### src/rtl/spi_master_data_path_pkg.sv
// Shared definitions for the SPI master data path.
// Holds lane-mode encodings, frame field widths, status bit indices, the
// frame FSM state type and small helpers that turn a lane mode into lane
// width, lane mask and per-phase sclk cycle counts.
package spi_master_data_path_pkg;

  typedef enum logic [1:0] {
    MODE_ILLEGAL = 2'b00,
    MODE_X1      = 2'b01,
    MODE_X2      = 2'b10,
    MODE_X4      = 2'b11
  } spi_mode_e;

  localparam int ADDR_W       = 20;
  localparam int STAT_W       = 4;
  localparam int DATA_W       = 16;
  localparam int GAP_BITS     = 8;
  localparam int FRAME_W      = ADDR_W + STAT_W + GAP_BITS + DATA_W;
  // Wide enough for the longest single-word frame (49 sclk cycles at 1 lane).
  localparam int CNT_W        = 6;
  localparam int MIN_HALF_DIV = 4;

  localparam int STAT_WRITE = 2;
  localparam int STAT_BURST = 1;

  typedef enum logic [2:0] {
    ST_IDLE,
    ST_LEAD,
    ST_ADDR,
    ST_STAT,
    ST_GAP,
    ST_DATA,
    ST_TAIL,
    ST_GUARD
  } state_e;

  // log2 of the lane count.
  function automatic int unsigned lane_shift(spi_mode_e m);
    case (m)
      MODE_X2: return 1;
      MODE_X4: return 2;
      default: return 0;
    endcase
  endfunction

  // Number of bits moved per sclk cycle.
  function automatic logic [2:0] lane_width(spi_mode_e m);
    case (m)
      MODE_X2: return 3'd2;
      MODE_X4: return 3'd4;
      default: return 3'd1;
    endcase
  endfunction

  function automatic logic [3:0] lane_mask(spi_mode_e m);
    case (m)
      MODE_X2: return 4'b0011;
      MODE_X4: return 4'b1111;
      default: return 4'b0001;
    endcase
  endfunction

  // Last value of the per-phase sclk cycle counter (cycles - 1).
  function automatic logic [CNT_W-1:0] phase_last(state_e s, spi_mode_e m);
    int unsigned sh;
    sh = lane_shift(m);
    case (s)
      ST_ADDR: return CNT_W'((ADDR_W >> sh) - 1);
      ST_STAT: return CNT_W'((STAT_W >> sh) - 1);
      ST_GAP:  return CNT_W'((GAP_BITS >> sh) - 1);
      ST_DATA: return CNT_W'((DATA_W >> sh) - 1);
      default: return '0;
    endcase
  endfunction

endpackage

### src/rtl/spi_master_data_path_sclk_gen.sv
// sclk half-period divider.
// While i_en is high, sclk toggles every i_half clk cycles, starting low for
// one full half-period. o_rise/o_fall are single-cycle strobes asserted in
// the clk cycle just before sclk goes high/low, so logic acting on them
// updates on the same clk edge as sclk itself. i_gate forces the visible
// sclk low without disturbing the internal timing.
//   clk, reset_n : clock, async active-low reset
//   i_en         : run the divider (cleared -> counter and sclk return to 0)
//   i_gate       : allow sclk onto o_sclk
//   i_half       : half-period in clk cycles (already clamped by the caller)
//   o_sclk       : gated serial clock
//   o_rise/o_fall: edge strobes of the internal sclk
module spi_sclk_gen #(
  parameter int DIV_W = 8
) (
  input  logic             clk,
  input  logic             reset_n,
  input  logic             i_en,
  input  logic             i_gate,
  input  logic [DIV_W-1:0] i_half,
  output logic             o_sclk,
  output logic             o_rise,
  output logic             o_fall
);

  logic [DIV_W-1:0] r_cnt;
  logic             r_sclk;
  logic             w_tick;

  assign w_tick = i_en && (r_cnt == i_half - DIV_W'(1));

  // NOTE: clocked state uses non-blocking assignments so every flop samples
  // the pre-edge values of the others, independent of statement order.
  always_ff @(posedge clk or negedge reset_n) begin
    if (!reset_n) begin
      r_cnt  <= '0;
      r_sclk <= 1'b0;
    end else if (!i_en) begin
      r_cnt  <= '0;
      r_sclk <= 1'b0;
    end else if (w_tick) begin
      r_cnt  <= '0;
      r_sclk <= ~r_sclk;
    end else begin
      r_cnt  <= r_cnt + DIV_W'(1);
    end
  end

  assign o_rise = w_tick && !r_sclk;
  assign o_fall = w_tick &&  r_sclk;
  assign o_sclk = r_sclk && i_gate;

endmodule

### src/rtl/spi_master_data_path.sv
// SPI master frame data path.
// A frame is: LEAD half-period, ADDR (20 bits), STAT (4 bits), GAP (8 zero
// bits), DATA (16 bits), one TAIL sclk cycle, and optionally further
// DATA+TAIL words for bursts, then a GUARD of two half-periods with cs_n high.
// Bits leave LSB first on 1, 2 or 4 lanes; mosi changes with sclk rising
// and the slave samples on the falling edge; miso is sampled on falling edges.
//   clk, reset_n      : clock, async active-low reset
//   start             : launch request, honoured only in IDLE
//   spi_mode          : lane width (01/10/11), 00 rejected with err
//   half_div          : sclk half-period in clk cycles (min 4)
//   addr_i/status_i   : frame header; status_i[2]=write, [1]=burst
//   wdata_i           : write word, captured at start and per burst word
//   burst_more        : during TAIL of a burst, request another word
//   busy, wdata_req   : frame active / wdata_i captured pulse
//   rdata_o/rdata_valid: last read word and its update pulse
//   done, err         : frame finished / start rejected pulses
//   sclk, cs_n, mosi  : SPI outputs; miso: SPI input (2-flop synchronised)
module spi_master_data_path
  import spi_master_data_path_pkg::*;
#(
  parameter int DIV_W = 8
) (
  input  logic              clk,
  input  logic              reset_n,
  input  logic              start,
  input  logic [1:0]        spi_mode,
  input  logic [DIV_W-1:0]  half_div,
  input  logic [ADDR_W-1:0] addr_i,
  input  logic [STAT_W-1:0] status_i,
  input  logic [DATA_W-1:0] wdata_i,
  input  logic              burst_more,
  output logic              busy,
  output logic              wdata_req,
  output logic [DATA_W-1:0] rdata_o,
  output logic              rdata_valid,
  output logic              done,
  output logic              err,
  output logic              sclk,
  output logic              cs_n,
  output logic [3:0]        mosi,
  input  logic [3:0]        miso
);

  state_e             r_state;
  state_e             w_next;
  spi_mode_e          r_mode;
  logic [DIV_W-1:0]   r_half;
  logic               r_write;
  logic               r_burst;
  logic [FRAME_W-1:0] r_sh;
  logic [FRAME_W-1:0] w_src;
  logic [3:0]         r_mosi;
  logic [CNT_W-1:0]   r_cyc;
  logic [DATA_W-1:0]  r_rx;
  logic [DATA_W-1:0]  r_rdata;
  logic [3:0]         r_miso_meta;
  logic [3:0]         r_miso_sync;
  logic               r_err;
  logic               r_wdata_req;
  logic               r_done;
  logic               r_rdata_valid;

  logic               w_rise;
  logic               w_fall;
  logic               w_gen_en;
  logic               w_sclk_gate;
  logic               w_start_ok;
  logic               w_start_bad;
  logic               w_last;
  logic               w_load_word;
  logic [DATA_W-1:0]  w_start_word;
  logic [DATA_W-1:0]  w_burst_word;

  spi_sclk_gen #(.DIV_W(DIV_W)) u_sclk_gen (
    .clk     (clk),
    .reset_n (reset_n),
    .i_en    (w_gen_en),
    .i_gate  (w_sclk_gate),
    .i_half  (r_half),
    .o_sclk  (sclk),
    .o_rise  (w_rise),
    .o_fall  (w_fall)
  );

  assign w_start_ok  = start && (r_state == ST_IDLE) && (spi_mode != MODE_ILLEGAL);
  assign w_start_bad = start && (r_state == ST_IDLE) && (spi_mode == MODE_ILLEGAL);
  assign w_last      = (r_cyc == '0);

  // Read frames shift zeros out during DATA.
  assign w_start_word = status_i[STAT_WRITE] ? wdata_i : '0;
  assign w_burst_word = r_write ? wdata_i : '0;

  // A burst continuation reloads the shifter on the same rise that starts
  // the next DATA word, so its first lane bits go out immediately.
  assign w_load_word = (r_state == ST_TAIL) && (w_next == ST_DATA);
  assign w_src       = w_load_word ? FRAME_W'(w_burst_word) : r_sh;

  // State register; async reset returns to IDLE so cs_n rises at once.
  always_ff @(posedge clk or negedge reset_n) begin
    if (!reset_n) r_state <= ST_IDLE;
    else          r_state <= w_next;
  end

  // Next-state logic: every phase change happens on an sclk rise strobe.
  // NOTE: every combinational output gets a default first so no path
  // leaves it unassigned, which would otherwise infer a latch.
  always_comb begin
    w_next = r_state;
    case (r_state)
      ST_IDLE:  if (w_start_ok)         w_next = ST_LEAD;
      ST_LEAD:  if (w_rise)             w_next = ST_ADDR;
      ST_ADDR:  if (w_rise && w_last)   w_next = ST_STAT;
      ST_STAT:  if (w_rise && w_last)   w_next = ST_GAP;
      ST_GAP:   if (w_rise && w_last)   w_next = ST_DATA;
      ST_DATA:  if (w_rise && w_last)   w_next = ST_TAIL;
      ST_TAIL:  if (w_rise)             w_next = (r_burst && burst_more) ? ST_DATA : ST_GUARD;
      ST_GUARD: if (w_rise)             w_next = ST_IDLE;
      default:                          w_next = ST_IDLE;
    endcase
  end

  // Output decode from the current state.
  always_comb begin
    busy        = (r_state != ST_IDLE);
    cs_n        = (r_state == ST_IDLE) || (r_state == ST_GUARD);
    w_gen_en    = (r_state != ST_IDLE);
    // GUARD keeps the divider running to time its two half-periods, but
    // sclk must stay low on the wire.
    w_sclk_gate = !((r_state == ST_IDLE) || (r_state == ST_GUARD));
    mosi        = '0;
    if (r_state inside {ST_ADDR, ST_STAT, ST_GAP, ST_DATA, ST_TAIL}) mosi = r_mosi;
  end

  always_ff @(posedge clk or negedge reset_n) begin
    if (!reset_n) begin
      r_miso_meta <= '0;
      r_miso_sync <= '0;
    end else begin
      r_miso_meta <= miso;
      r_miso_sync <= r_miso_meta;
    end
  end

  always_ff @(posedge clk or negedge reset_n) begin
    if (!reset_n) begin
      r_mode        <= MODE_X1;
      r_half        <= DIV_W'(MIN_HALF_DIV);
      r_write       <= 1'b0;
      r_burst       <= 1'b0;
      r_sh          <= '0;
      r_mosi        <= '0;
      r_cyc         <= '0;
      r_rx          <= '0;
      r_rdata       <= '0;
      r_err         <= 1'b0;
      r_wdata_req   <= 1'b0;
      r_done        <= 1'b0;
      r_rdata_valid <= 1'b0;
    end else begin
      r_err         <= w_start_bad;
      r_wdata_req   <= w_start_ok || w_load_word;
      r_done        <= (r_state == ST_GUARD) && (w_next == ST_IDLE);
      r_rdata_valid <= 1'b0;

      if (w_start_ok) begin
        r_mode  <= spi_mode_e'(spi_mode);
        r_half  <= (half_div < DIV_W'(MIN_HALF_DIV)) ? DIV_W'(MIN_HALF_DIV) : half_div;
        r_write <= status_i[STAT_WRITE];
        r_burst <= status_i[STAT_BURST];
        r_sh    <= {w_start_word, {GAP_BITS{1'b0}}, status_i, addr_i};
        r_mosi  <= '0;
      end else if (w_rise && (r_state != ST_GUARD)) begin
        // Once the header and word are consumed the shifter holds zeros,
        // which is exactly what TAIL drives.
        r_mosi <= w_src[3:0] & lane_mask(r_mode);
        r_sh   <= w_src >> lane_width(r_mode);
      end

      if (w_rise) begin
        if (w_next != r_state) r_cyc <= phase_last(w_next, r_mode);
        else                   r_cyc <= r_cyc - CNT_W'(1);
      end

      // Lanes enter at the top and move down, so the first-received lanes
      // end up at bits 0..w-1 after a full word.
      if (w_fall && !r_write) begin
        if (r_state == ST_DATA) begin
          case (r_mode)
            MODE_X2: r_rx <= {r_miso_sync[1:0], r_rx[DATA_W-1:2]};
            MODE_X4: r_rx <= {r_miso_sync,      r_rx[DATA_W-1:4]};
            default: r_rx <= {r_miso_sync[0],   r_rx[DATA_W-1:1]};
          endcase
        end else if (r_state == ST_TAIL) begin
          r_rdata       <= r_rx;
          r_rdata_valid <= 1'b1;
        end
      end
    end
  end

  assign err         = r_err;
  assign wdata_req   = r_wdata_req;
  assign done        = r_done;
  assign rdata_valid = r_rdata_valid;
  assign rdata_o     = r_rdata;

endmodule

### config.mk
export PLATFORM = sky130hd
export DESIGN_NAME = spi_master_data_path
export DESIGN_NICKNAME = d
export VERILOG_FILES = /design/src/rtl/spi_master_data_path_pkg.sv /design/src/rtl/spi_master_data_path_sclk_gen.sv /design/src/rtl/spi_master_data_path.sv
export SDC_FILE = /design/constraint.sdc
export NUM_CORES = 1
export LEC_CHECK = 0
export CORE_ASPECT_RATIO = 0.8
export CORE_MARGIN = 3
export CORE_UTILIZATION = 40
export CTS_CLUSTER_SIZE = 28
export DETAILED_ROUTE_END_ITERATION = 10
export GPL_ROUTABILITY_DRIVEN = 1
export RECOVER_POWER = 50
export SKIP_CTS_REPAIR_TIMING = 1
export SLEW_MARGIN = 20
export SYNTH_ARGS = -nofsm -noshare
export SYNTH_HDL_FRONTEND = slang
export SYNTH_SLANG_ARGS = --single-unit
export TNS_END_PERCENT = 100
### constraint.sdc
create_clock -name clk -period 7.7 [get_ports clk]
set_input_delay 1.54 -clock clk [delete_from_list [all_inputs] [get_ports clk]]
set_output_delay 1.54 -clock clk [all_outputs]
set_load 0.005 [all_outputs]
# --- Word level (Yosys, flattened, before mapping) ---
# Index checks and enable logic that the tools add are counted.
op_classes:
  addsub: 7
  order_cmp: 1
  n_eq_ne: 17
  n_shift: 5
  n_mux: 38
  bitwise: 3
  n_reduce_logical: 28
op_table:
  columns: ["operator", "count"]
  rows:
  - ["48-bit two-way mux", 3]
  - ["32-bit two-way mux", 2]
  - ["5-bit by 32-bit >> shifter with 6-bit output (first input constant)", 2]
  - ["48-bit by 3-bit >> shifter with 48-bit output", 1]
  - ["16-bit two-way mux", 2]
  - ["16-bit one-hot mux with 2 select lines", 1]
  - ["3-bit by 32-bit >> shifter with 6-bit output (first input constant)", 1]
  - ["4-bit by 32-bit >> shifter with 6-bit output (first input constant)", 1]
  - ["3-bit two-way mux", 10]
  - ["8-bit two-way mux", 3]
  - ["3-bit one-hot mux with 8 select lines", 1]
  - ["6-bit one-hot mux with 4 select lines", 1]
  - ["6-bit by 2-bit subtractor with 6-bit output (second input constant)", 4]
  - ["4-bit two-way mux", 5]
  - ["3-bit == test (second input constant)", 6]
  - ["1-bit logical AND", 13]
  - ["3-bit by 2-bit == test with 1-bit output (second input constant)", 4]
  - ["8-bit by 1-bit adder with 8-bit output (second input constant)", 1]
  - ["8-bit == test", 1]
  - ["8-bit by 3-bit less-than comparator with 1-bit output (second input constant)", 1]
  - ["4-bit one-hot mux with 2 select lines", 1]
  - ["8-bit by 1-bit subtractor with 8-bit output (second input constant)", 1]
  - ["3-bit zero test", 2]
  - ["6-bit zero test", 1]
  - ["21 further kinds", 31]
word_totals:
  ff_bits: 126
  input_bits: 58
  output_inout_bits: 27
  word_cells: 117

# --- Longest topological paths before layout ---
logic_depth:
  depth_word: 14
  ltp_mapped: 15
  depth_no_buf: 14

# --- Modules after synthesis ---
# A second synthesis with hierarchy kept.
hier_totals:
  hier_cells: 844
  hier_area_um2: 7335.8
modules_own_cells:
  columns: ["mod", "n_inst", "cells_per_inst", "area_per_inst_um2", "seq_area_each_um2"]
  rows:
  - ["spi_master_data_path", 1, 767, 6612.6, 2930.3]
  - ["spi_sclk_gen", 1, 77, 723.2, 225.2]

# --- Worst setup path before layout ---
# Ideal clock, no wire load.
synth_path:
  path_kind: "in2reg"
  from: "in burst_more"
  to: "reg r_cyc[4]"
  setup_ns: 0.134
  arrival_time_ns: 3.273
  t_required_ns: 7.566
  path_slack_ns: 4.293
  path_stages: 11
  n_path_buf: 0
  path_cell_list: "a211oi_1 > nor3_1 > a31oi_1 > o2bb2ai_2 > nor4b_1 > o21ai_0 > ha_1 > inv_1 > a311oi_1 > a211o_1 > o311ai_1"
synth_via:
  elab_chain_cells: 7
  word_cells_on_any_way: 11
  classes_between: "eq/ne (5); mux (5); reduce/logical (1)"
synth_rtl:
  columns: ["item", "line", "source"]
  rows:
  - ["start, declared", "spi_master_data_path.sv:31", "input logic burst_more,"]
  - ["1-bit logical AND *", "spi_master_data_path.sv:116", "ST_TAIL: if (w_rise) w_next = (r_burst && burst_more) ? ST_DATA : ST_GUARD;"]
  - ["2-bit two-way mux *", "spi_master_data_path.sv:116", null]
  - ["3-bit two-way mux *", "spi_master_data_path.sv:116", null]
  - ["3-bit one-hot mux with 8 select lines *", "spi_master_data_path.sv:109", "case (r_state)"]
  - ["3-bit == test / 3-bit by 2-bit == test with 1-bit output (equally long branches)", "spi_master_data_path_pkg.sv:67", "case (s)"]
  - ["6-bit one-hot mux with 4 select lines", "spi_master_data_path_pkg.sv:67", null]
  - ["6-bit two-way mux *", "spi_master_data_path.sv:180", "if (w_next != r_state) r_cyc <= phase_last(w_next, r_mode);"]
  - ["end signal, assigned", "spi_master_data_path.sv:180", null]
  - ["end signal, assigned", "spi_master_data_path.sv:181", "else r_cyc <= r_cyc - CNT_W'(1);"]
  - ["end, declared", "spi_master_data_path.sv:53", "logic [CNT_W-1:0] r_cyc;"]
# Mark *: on every way between the ends. The rest lies on a longest branch, timed or not.
# A chain may end at the register's enable or synchronous reset.

# --- Worst setup path in the final report ---
layout_path:
  from: "in start"
  to: "reg r_cyc[4]"
layout_via:
  elab_chain_cells: 7
  word_cells_on_any_way: 11
  classes_between: "eq/ne (5); mux (4); reduce/logical (2)"
layout_rtl:
  columns: ["item", "line", "source"]
  rows:
  - ["start, declared", "spi_master_data_path.sv:25", "input logic start,"]
  - ["1-bit logical AND * (2 in series)", "spi_master_data_path.sv:85", "assign w_start_ok = start && (r_state == ST_IDLE) && (spi_mode != MODE_ILLEGAL);"]
  - ["3-bit two-way mux *", "spi_master_data_path.sv:110", "ST_IDLE: if (w_start_ok) w_next = ST_LEAD;"]
  - ["3-bit one-hot mux with 8 select lines *", "spi_master_data_path.sv:109", null]
  - ["3-bit == test / 3-bit by 2-bit == test with 1-bit output (equally long branches)", "spi_master_data_path_pkg.sv:67", null]
  - ["6-bit one-hot mux with 4 select lines", "spi_master_data_path_pkg.sv:67", null]
  - ["6-bit two-way mux *", "spi_master_data_path.sv:180", null]
# Marked as above.

==> out/qor.yml <==
drt:
  first_iter_violations: 619
  wl_per_cell_microns: 18.06
  num_vias: 6222
  vias_per_cell: 5.745
  antenna_left: 0
  drt_wl_total_mm: 19.56
  drt_first_pass_iters: 7
  drc: 0
logic_synthesis:
  netlist_area_sq_mm: 0.007252
  synth.avg_cell_area_sq_um: 9.157
  synthArstFlopShare: 1.000
  seq_area_frac_synth: 0.4351
  synth-seq-cells: 126
  syn-num-nets: 854
  synth_top_flop_cell: "dfrtp_1"
  synth_edf_count: 0
  ys_warn_count: 0
  synth_cells: 792
  synth.distinct_cells: 72
floorplanning:
  die_h_microns: 126.4
  core_area_sq_mm: 0.01754
  dieArea_sq_mm: 0.01979
  io_pins: 85
  start_util: 0.4135
  row_count: 43
  die_x_microns: 156.5
outcome:
  violations: "max-capacitance violations, max-slew violations"
  status: "complete, but fails checks"
timing:
  setup_viol: 0
  relSlewSlack: -1.403
  rsz0062_at_grt: "false"
  hold_viol: 0
  fin_hold_ws_ps: 348.4
  worst_slew_pin_slew_ps: 3605
  clock_skew_ps: 11.89
  layout_setup_ws_ps: 2638
  drv_slew: 143
  fin_crit_ps: 5062
  max_freq_mhz: 197.6
  setup_tns_ps: 0
  min_period_over_period: 0.6574
global_route:
  grt_max_degree: 105
  grt-ovfl-total: 0
  grt_use_met2: 0.3007
  use_met1: 0.2995
  grt_pass1_vias: 5945
  busiest_layer: "met2"
  grt_antenna_before_repair: 0
  grt_usage: 0.2030
  gr-usage-met3: 0.05525
  grt_pass1_wl_mm: 32.26
finish:
  layout-drive-gt1-share: 0.1049
  fin_cells: 1083
  layout.nets: 907
  antenna_cells: 0
  areaGrowthSynthToFinish_pct: 19.15
clock_tree:
  cts_max_level: 4
  cts.sinks: 126
  clockRootBuffer: "clkbuf_16"
  cts_buffers: 17
  clkTransAtPathRegs_ps: 60
  cts_tree: "built"
  cts_max_path_buffers: 2
  clk_latency_ps: 430
setup_path:
  critPathRequiredTime_ps: 7960
  critPathKind: "input port to flip-flop"
  cp.arrival_ps: 5320
  critPathMaxFanout: 48
  start_kind: "input port"
  end_kind: "flip-flop"
flow_run:
  cap_violations: 3
placed_design:
  pre_cts_ws_ps: 3114
  dpl.hpwl_mm: 13.29
  io_buffer_count: 84
  place.gp.congestion: 0.8885
  dp.cells: 1051
pwr:
  max-vdd-ir-drop_v: 0.0001282
  power.leakage_nw: 3.572
  power.density_mw_per_mm2: 171.9
hold_path:
  min_path_type: "flip-flop to flip-flop"
## critical path, cell delays in order
cell and delay, ps:
dlygate4sd3_1 560, nand2_1 100, nor2_2 80, clkbuf_1 1530, a31oi_1 70, o22ai_1 330
nor4b_1 110, o21ai_0 220, ha_1 220, inv_1 60, a311oi_1 210, a211o_1 160
o311ai_1 120
## logic make-up after synthesis
| family | count (synthesis) | share of synthesized area |
|---|---|---|
| AND/OR/NAND/NOR | 260 | 0.1687 |
| AO/OA/AOI/OAI | 229 | 0.1910 |
| flip-flops | 126 | 0.4351 |
| multiplexers | 86 | 0.1249 |
| buffers and inverters | 72 | 0.05521 |
| XOR/XNOR | 15 | 0.01812 |
| adder cells (fa/ha/maj) | 4 | 0.006902 |
## routing by layer
metal / vias to the layer above / wire (microns) / part of all wire
met2: 203 / 8776 / 0.45
met3: 19 / 1168 / 0.060
met4: 0 / 150 / 0.0077
met5: - / 0 / 0
met1: 3044 / 9468 / 0.48
li1: 2956 / - / -
## path summary, 6_finish.rpt
path                                start             end  slack [ps]  cells after the start
max in group asynchronous         reset_n         r_sh[4]        3070                      2
setup / recovery                    start        r_cyc[4]        2640                     13
min in group asynchronous         reset_n       r_mode[1]        2350                      1
hold / removal             r_miso_meta[1]  r_miso_sync[1]         350                      0
hold reg to reg            r_miso_meta[1]  r_miso_sync[1]         350                      0
setup reg to reg               r_state[0]        r_cyc[4]        3350                     14
## cell usage in the layout, fill, tap and decap left out, types with 14 or more instances in the layout
master | Yosys | routed
a21oi_1 | 70 | 70
a22oi_1 | 24 | 24
clkbuf_16 | 0 | 17
clkdlybuf4s50_1 | 0 | 68
dfrtp_1 | 124 | 123
dlygate4sd3_1 | 0 | 15
inv_1 | 14 | 14
mux2_2 | 33 | 33
mux2i_1 | 52 | 52
nand2_1 | 92 | 92
nand3_1 | 28 | 28
nor2_1 | 72 | 70
o21ai_0 | 75 | 74
## area by class of cell
cell class / count / area [sq um]
repair buffers: 91 / 879.6
flip-flops and latches: 126 / 3161
clock buffers: 18 / 429.2
multi-input cells: 594 / 3701
well taps: 225 / 281.5
inverters: 15 / 56.30
fillers: 1645 / 8899
clock inverters: 14 / 132.6
## registers in the layout, summed over array words and instances (netlist names)
signal             cells
done                   1
err                    1
r_burst                1
r_cyc                  6
r_half                 8
r_miso_meta            4
r_miso_sync            4
r_mode                 2
r_mosi                 4
r_rx                  16
r_sh                  48
r_state                3
r_write                1
rdata_o               16
rdata_valid            1
u_sclk_gen.r_cnt       8
u_sclk_gen.r_sclk      1
wdata_req              1
## stage by stage
stage | power [mW] | util | instance area, sq um
floorplan | 0.6785 | - | 7252
global placement | 0.7275 | 0.4613 | 8090
detailed placement | 0.7282 | 0.4613 | 8090
CTS | 1.501 | 0.4933 | 8652
global route | 1.538 | 0.4927 | 8641
finish | 1.485 | 0.4927 | 8641
## cell usage after synthesis (5+ instances only)
master | number | area, sq um
and2_1 | 11 | 68.82
nor2b_1 | 6 | 37.54
a211oi_1 | 10 | 75.07
clkbuf_1 | 34 | 127.6
dfrtp_1 | 124 | 3103
a22oi_1 | 24 | 180.2
a21oi_1 | 70 | 350.3
xnor2_1 | 7 | 61.31
mux2_2 | 33 | 371.6
o21ai_0 | 75 | 375.4
or3_1 | 8 | 50.05
mux2i_1 | 52 | 520.5
and3_1 | 6 | 37.54
nor3_1 | 11 | 55.05
o211ai_1 | 12 | 90.09
buf_2 | 7 | 35.03
nor2_1 | 72 | 270.3
xor2_1 | 8 | 70.07
inv_1 | 14 | 52.55
clkbuf_8 | 5 | 68.82
nand3_1 | 28 | 140.1
a31oi_1 | 7 | 43.79
buf_1 | 5 | 18.77
nand2_1 | 92 | 345.3
or2_2 | 5 | 31.28
## power breakdown
part | internal (mW) | total, mW | switching [mW]
Clock | 0.448 | 0.771 | 0.322
Combinational | 0.0257 | 0.0495 | 0.0237
Sequential | 0.664 | 0.665 | 0.000780
(Power assumes the default switching activity.)
==> edit 1, RTL diff (same flow settings) <==
`STAT_W`: 4 -> 5.
--- a/src/rtl/spi_master_data_path_pkg.sv
+++ b/src/rtl/spi_master_data_path_pkg.sv
@@ -12,7 +12,7 @@
   } spi_mode_e;
 
   localparam int ADDR_W       = 20;
-  localparam int STAT_W       = 4;
+  localparam int STAT_W       = 5;
   localparam int DATA_W       = 16;
   localparam int GAP_BITS     = 8;
   localparam int FRAME_W      = ADDR_W + STAT_W + GAP_BITS + DATA_W;
Ports: changed (resized status_i); port bits go from 85 to 86. No check against the original RTL was run, so the function may have changed too.
==> edit 1 against the unedited design <==
The flow still finishes with violations (max-capacitance violations, max-slew violations); synthesized area rose by 0.57%; wire length increased by 2.3%; setup slack improved by 510 ps; sequential power up 0.8%; power is 10% higher; critical endpoint is now r_sh[19]; sequential cell count is 1 higher; clock skew shrank 1.9 ps; final area is 3.4% higher; critical path type is now input port to asynchronous set/reset pin; non-clock buffer count rose by 2; first-iteration DRC count is 15% lower.
==> edit 1: results (changes against the unedited design) <==
finalWeightedCongestion: 0.876  # -1.4%
drtIter0Drc: 525  # -15%
slew_headroom_pct: -112  # +29 points
drv_slew: 59  # -59%
dpl.cell_count: 1121  # +6.7%
ir_worst_vdd_uv: 113  # -12%
worstPathArrival_ps: 4370  # -950 ps
ys_types: 56  # -22%
grt_pass1_vias: 6110  # +2.8%
port_buffers: 85  # +1.2%
p_int_w: 0.00129  # +13%
grt_start_max_net_pins: 98  # -6.7%
grt_pass1_wl_um: 33400  # +3.4%
vias_per_cell: 5.63  # -1.9%
synth.area.top_cells: "dfrtp_1, nand2_1, o21ai_0"
num-nets-final: 978  # +7.8%
yosysSeqAreaShare_pct: 43.6  # +0.097 points
synth_area_per_cell_sq_um: 8.46  # -7.6%
synth_common_cells: "nand2_1, dfrtp_1, o21ai_0, nor2_1, a21oi_1"
dpl_cell_area_sq_um: 8270  # +2.3%
status: "complete, but fails checks"
critPathMaxStageDelay_ps: 2300  # +770 ps
drive_above_1_share_pct: 7.44  # -3.1 points
largest_reg_flops: 49  # +2.1%
hpwl_um: 13500  # +1.7%
post_drt_wl_per_cell_um: 17.4  # -3.9%
cts_buffer_depth: 2  # unchanged
dr_wl_met2_um: 8520  # -3.0%
crit_fanout: 70  # +46%
maxCapViolCount: 1  # -2
final_cells: 1153  # +6.5%
dr.pass1.iters: 5  # -2
finClkSkew_ps: 10.0  # -1.87 ps
wl_met1_um: 10100  # +7.0%
violations: "max-capacitance violations, max-slew violations"
-- edit 1: cell count changes after synthesis, sizes merged, moves of 6 or more --
cell    before  now
nor2        73   67
a31oi        7   22
o21ai       77   97
a21oi       70   51
or3          9    1
mux2        33   18
nor4         3   11
nand2       92  154
a21boi       0   12
mux2i       53   47
and3         8   14
a22oi       24    5
clkbuf      39   47
o22ai        3   14
-- edit 1: layout make-up --
cell class	count	share of cell area, %
well taps	225	3.15
multi-input cells	661	43.0
inverters	15	0.630
clock buffers	18	4.92
clock inverters	14	2.56
flip-flops and latches	127	35.6
repair buffers	93	10.1
-- edit 1: kinds of logic after synthesis --
group                    after synthesis  share of synthesized area [%]
XOR/XNOR                              17                           2.14
AND/OR/NAND/NOR                      331                           20.6
AO/OA/AOI/OAI                        244                           19.8
adder cells (fa/ha/maj)                4                          0.686
flip-flops                           127                           43.6
buffers and inverters                 74                           3.93
multiplexers                          65                           9.23
-- edit 1: routing by layer --
metal	global-route usage, %	vias up
met5	0	-
met3	5.05	24
met1	32.3	3089
li1	-	3170
met2	29.4	212
met4	4.68	0
-- edit 1: power by group through the flow --
| stage | sequential [W] | combinational, W | clock (W) |
|---|---|---|---|
| 2_1_floorplan | 0.000682 | 0.00000183 | 0 |
| 3_3_place_gp | 0.000682 | 0.0000518 | 0 |
| 3_5_place_dp | 0.000682 | 0.0000518 | 0 |
| 4_1_cts | 0.000670 | 0.0000520 | 0.000934 |
| 5_1_grt | 0.000670 | 0.0000547 | 0.000968 |
| 6_report | 0.000670 | 0.0000495 | 0.000917 |
-- edit 1: worst paths after layout --
kind | startpoint | to | slack [ps] | cells past startpoint
hold / removal | r_miso_meta[2] | r_miso_sync[2] | 340 | 0
setup / recovery | reset_n | r_sh[19] | 3140 | 2
hold reg to reg | r_miso_meta[2] | r_miso_sync[2] | 340 | 0
setup reg to reg | r_half[0] | r_sh[47] | 3630 | 11
max in group clk | spi_mode[1] | r_cyc[2] | 3500 | 13
min in group asynchronous | reset_n | rdata_valid | 1120 | 1
-- edit 1: stage by stage --
stage / setup slack, ps / hold WS, ps / util (%)
finish: 3140 / 341 / 50.8
detailed placement: 3190 / 335 / 47.0
global placement: 3240 / 335 / 47.0
floorplan: 4360 / 331 / -
CTS: 3500 / 344 / 50.8
global route: 2350 / 348 / 50.8
==> edit 2, RTL diff (same flow settings) <==
Made on the original files. Make the reset (`reset_n`) synchronous in 4 clocked blocks. Comments in the files are not updated.
--- a/src/rtl/spi_master_data_path_sclk_gen.sv
+++ b/src/rtl/spi_master_data_path_sclk_gen.sv
@@ -31,7 +31,7 @@
 
   // NOTE: clocked state uses non-blocking assignments so every flop samples
   // the pre-edge values of the others, independent of statement order.
-  always_ff @(posedge clk or negedge reset_n) begin
+  always_ff @(posedge clk) begin
     if (!reset_n) begin
       r_cnt  <= '0;
       r_sclk <= 1'b0;
--- a/src/rtl/spi_master_data_path.sv
+++ b/src/rtl/spi_master_data_path.sv
@@ -96,7 +96,7 @@
   assign w_src       = w_load_word ? FRAME_W'(w_burst_word) : r_sh;
 
   // State register; async reset returns to IDLE so cs_n rises at once.
-  always_ff @(posedge clk or negedge reset_n) begin
+  always_ff @(posedge clk) begin
     if (!reset_n) r_state <= ST_IDLE;
     else          r_state <= w_next;
   end
@@ -131,7 +131,7 @@
     if (r_state inside {ST_ADDR, ST_STAT, ST_GAP, ST_DATA, ST_TAIL}) mosi = r_mosi;
   end
 
-  always_ff @(posedge clk or negedge reset_n) begin
+  always_ff @(posedge clk) begin
     if (!reset_n) begin
       r_miso_meta <= '0;
       r_miso_sync <= '0;
@@ -141,7 +141,7 @@
     end
   end
 
-  always_ff @(posedge clk or negedge reset_n) begin
+  always_ff @(posedge clk) begin
     if (!reset_n) begin
       r_mode        <= MODE_X1;
       r_half        <= DIV_W'(MIN_HALF_DIV);
Behaviour: differs if reset_n is asserted again (counterexample within 4 cycles, from zero or initial values and one cycle with reset_n low); with reset_n held inactive, the same outputs for 10 cycles.
==> edit 2 against the unedited design <==
The run still ends with max-capacitance violations, max-slew violations left; synthesized cell count increased by 9.7%; setup slack lost 560 ps; final area down 4.1%; critical path depth fell by 7; first-iteration DRC count decreased by 7.4%; fmax shrank 10%; synthesized area shrank 6.6%; core utilization grew 2.0 points; global-route usage barely moved; wire length down 4.6%; sequential cell count unchanged; critical path type unchanged.
Power is not compared: it rests on default switching activity, and its combinational part moved more than twofold at a synthesized area within 25%.
==> edit 2: results (changes against the unedited design) <==
status: "complete, but fails checks"
violations: "max-capacitance violations, max-slew violations"
multi_input_area_share_pct: 47.2  # +4.3 points
min_path_cells: 1  # +1
finalWeightedCongestion: 0.846  # -4.7%
critPathTopFamily: "buffers and inverters"
num-nets-final: 977  # +7.7%
signal_buffers: 92  # +1.1%
post_drt_wl_per_cell_um: 16.3  # -9.6%
hold_end: "r_miso_sync[2]"
regArea_sq_um: 2530  # -20%
grt_pass1_wl_um: 30200  # -6.3%
multi_input_cells: 655  # +10%
muxShareOfSynthArea_pct: 9.18  # -3.3 points
ff2ff_setup_slack_ps: 3850  # +500 ps
drv_slew: 57  # -60%
synth_fa_ha_area_share_pct: 0.739  # +0.049 points
dr_wl_met2_um: 8070  # -8.1%
reg2reg_depth: 15  # +1
vias_per_cell: 5.51  # -4.2%
nClkBuffers: 20  # +2
insertion_delay_ps: 420
synth_compound_area_share_pct: 24.1  # +5.0 points
synth_common_cells: "dfxtp_1, nand2_1, nor2_1, a21oi_1, mux2i_1"
hp-start: "r_miso_meta[2]"
yosysSeqAreaShare_pct: 37.2  # -6.3 points
grt_pass1_vias: 5702  # -4.1%
drtIter0Drc: 573  # -7.4%
grt_start_max_net_pins: 103  # -1.9%
grt_util_all_layers_pct: 20.3  # about the same
crit_fanout: 56  # +17%
fillers: 1637  # -0.49%
clkCellAreaFrac_pct: 7.23  # +0.73 points
hpwl_um: 12500  # -6.2%
r2r-start: "r_half[0]"
n_all_inverters: 23  # +8
largest_register: "r_sh"
ys.flop_type: "dfxtp_1"
globalRouteMet1Util_pct: 30.3  # +0.33 points
buffer_area_share_pct: 10.8  # +0.60 points
ys_types: 60  # -17%
startpoint: "reset_n"
synth-xor-area-share_pct: 1.81  # about the same
drive_above_1_share_pct: 6.14  # -4.3 points
synth.area.top_cells: "dfxtp_1, mux2i_1, a21oi_1"
synthArstFlopShare_pct: 0  # -100 points
critPathMaxStageDelay_ps: 1880  # +350 ps
finClkSkew_ps: 8.26  # -3.63 ps
grtUsageMet3_pct: 4.06  # -1.5 points
wl_met3_um: 789  # -32%
wl_met1_um: 9530  # +0.64%
rr_endpoint: "r_cyc[2]"
maxCapViolCount: 1  # -2
==> edit 2: changes by cell type after synthesis, moves of 24 or more <==
cell / change
nand2_1: +24
o21ai_0: -53
dfxtp_1: +126
mux2_2: -32
nor2_1: +26
dfrtp_1: -124
==> edit 2: per-stage QoR <==
| stage | utilization, % | instances | instance area, sq um | worst slack (ps) | hold slack, ps |
|---|---|---|---|---|---|
| floorplan | - | 869 | 6780 | 4270 | 412 |
| global placement | 47.6 | 1111 | 7700 | 3370 | 417 |
| detailed placement | 47.6 | 1111 | 7700 | 3290 | 422 |
| CTS | 51.3 | 1143 | 8300 | 3720 | 436 |
| global route | 51.3 | 1143 | 8290 | 1790 | 450 |
| finish | 51.3 | 1143 | 8290 | 2070 | 432 |
==> edit 2: report_power, final <==
group,switching [W],internal (W)
Combinational,0.0000985,0.0000851
Clock,0.000311,0.000503
Sequential,0.0000323,0.000671
Total,0.000442,0.00126
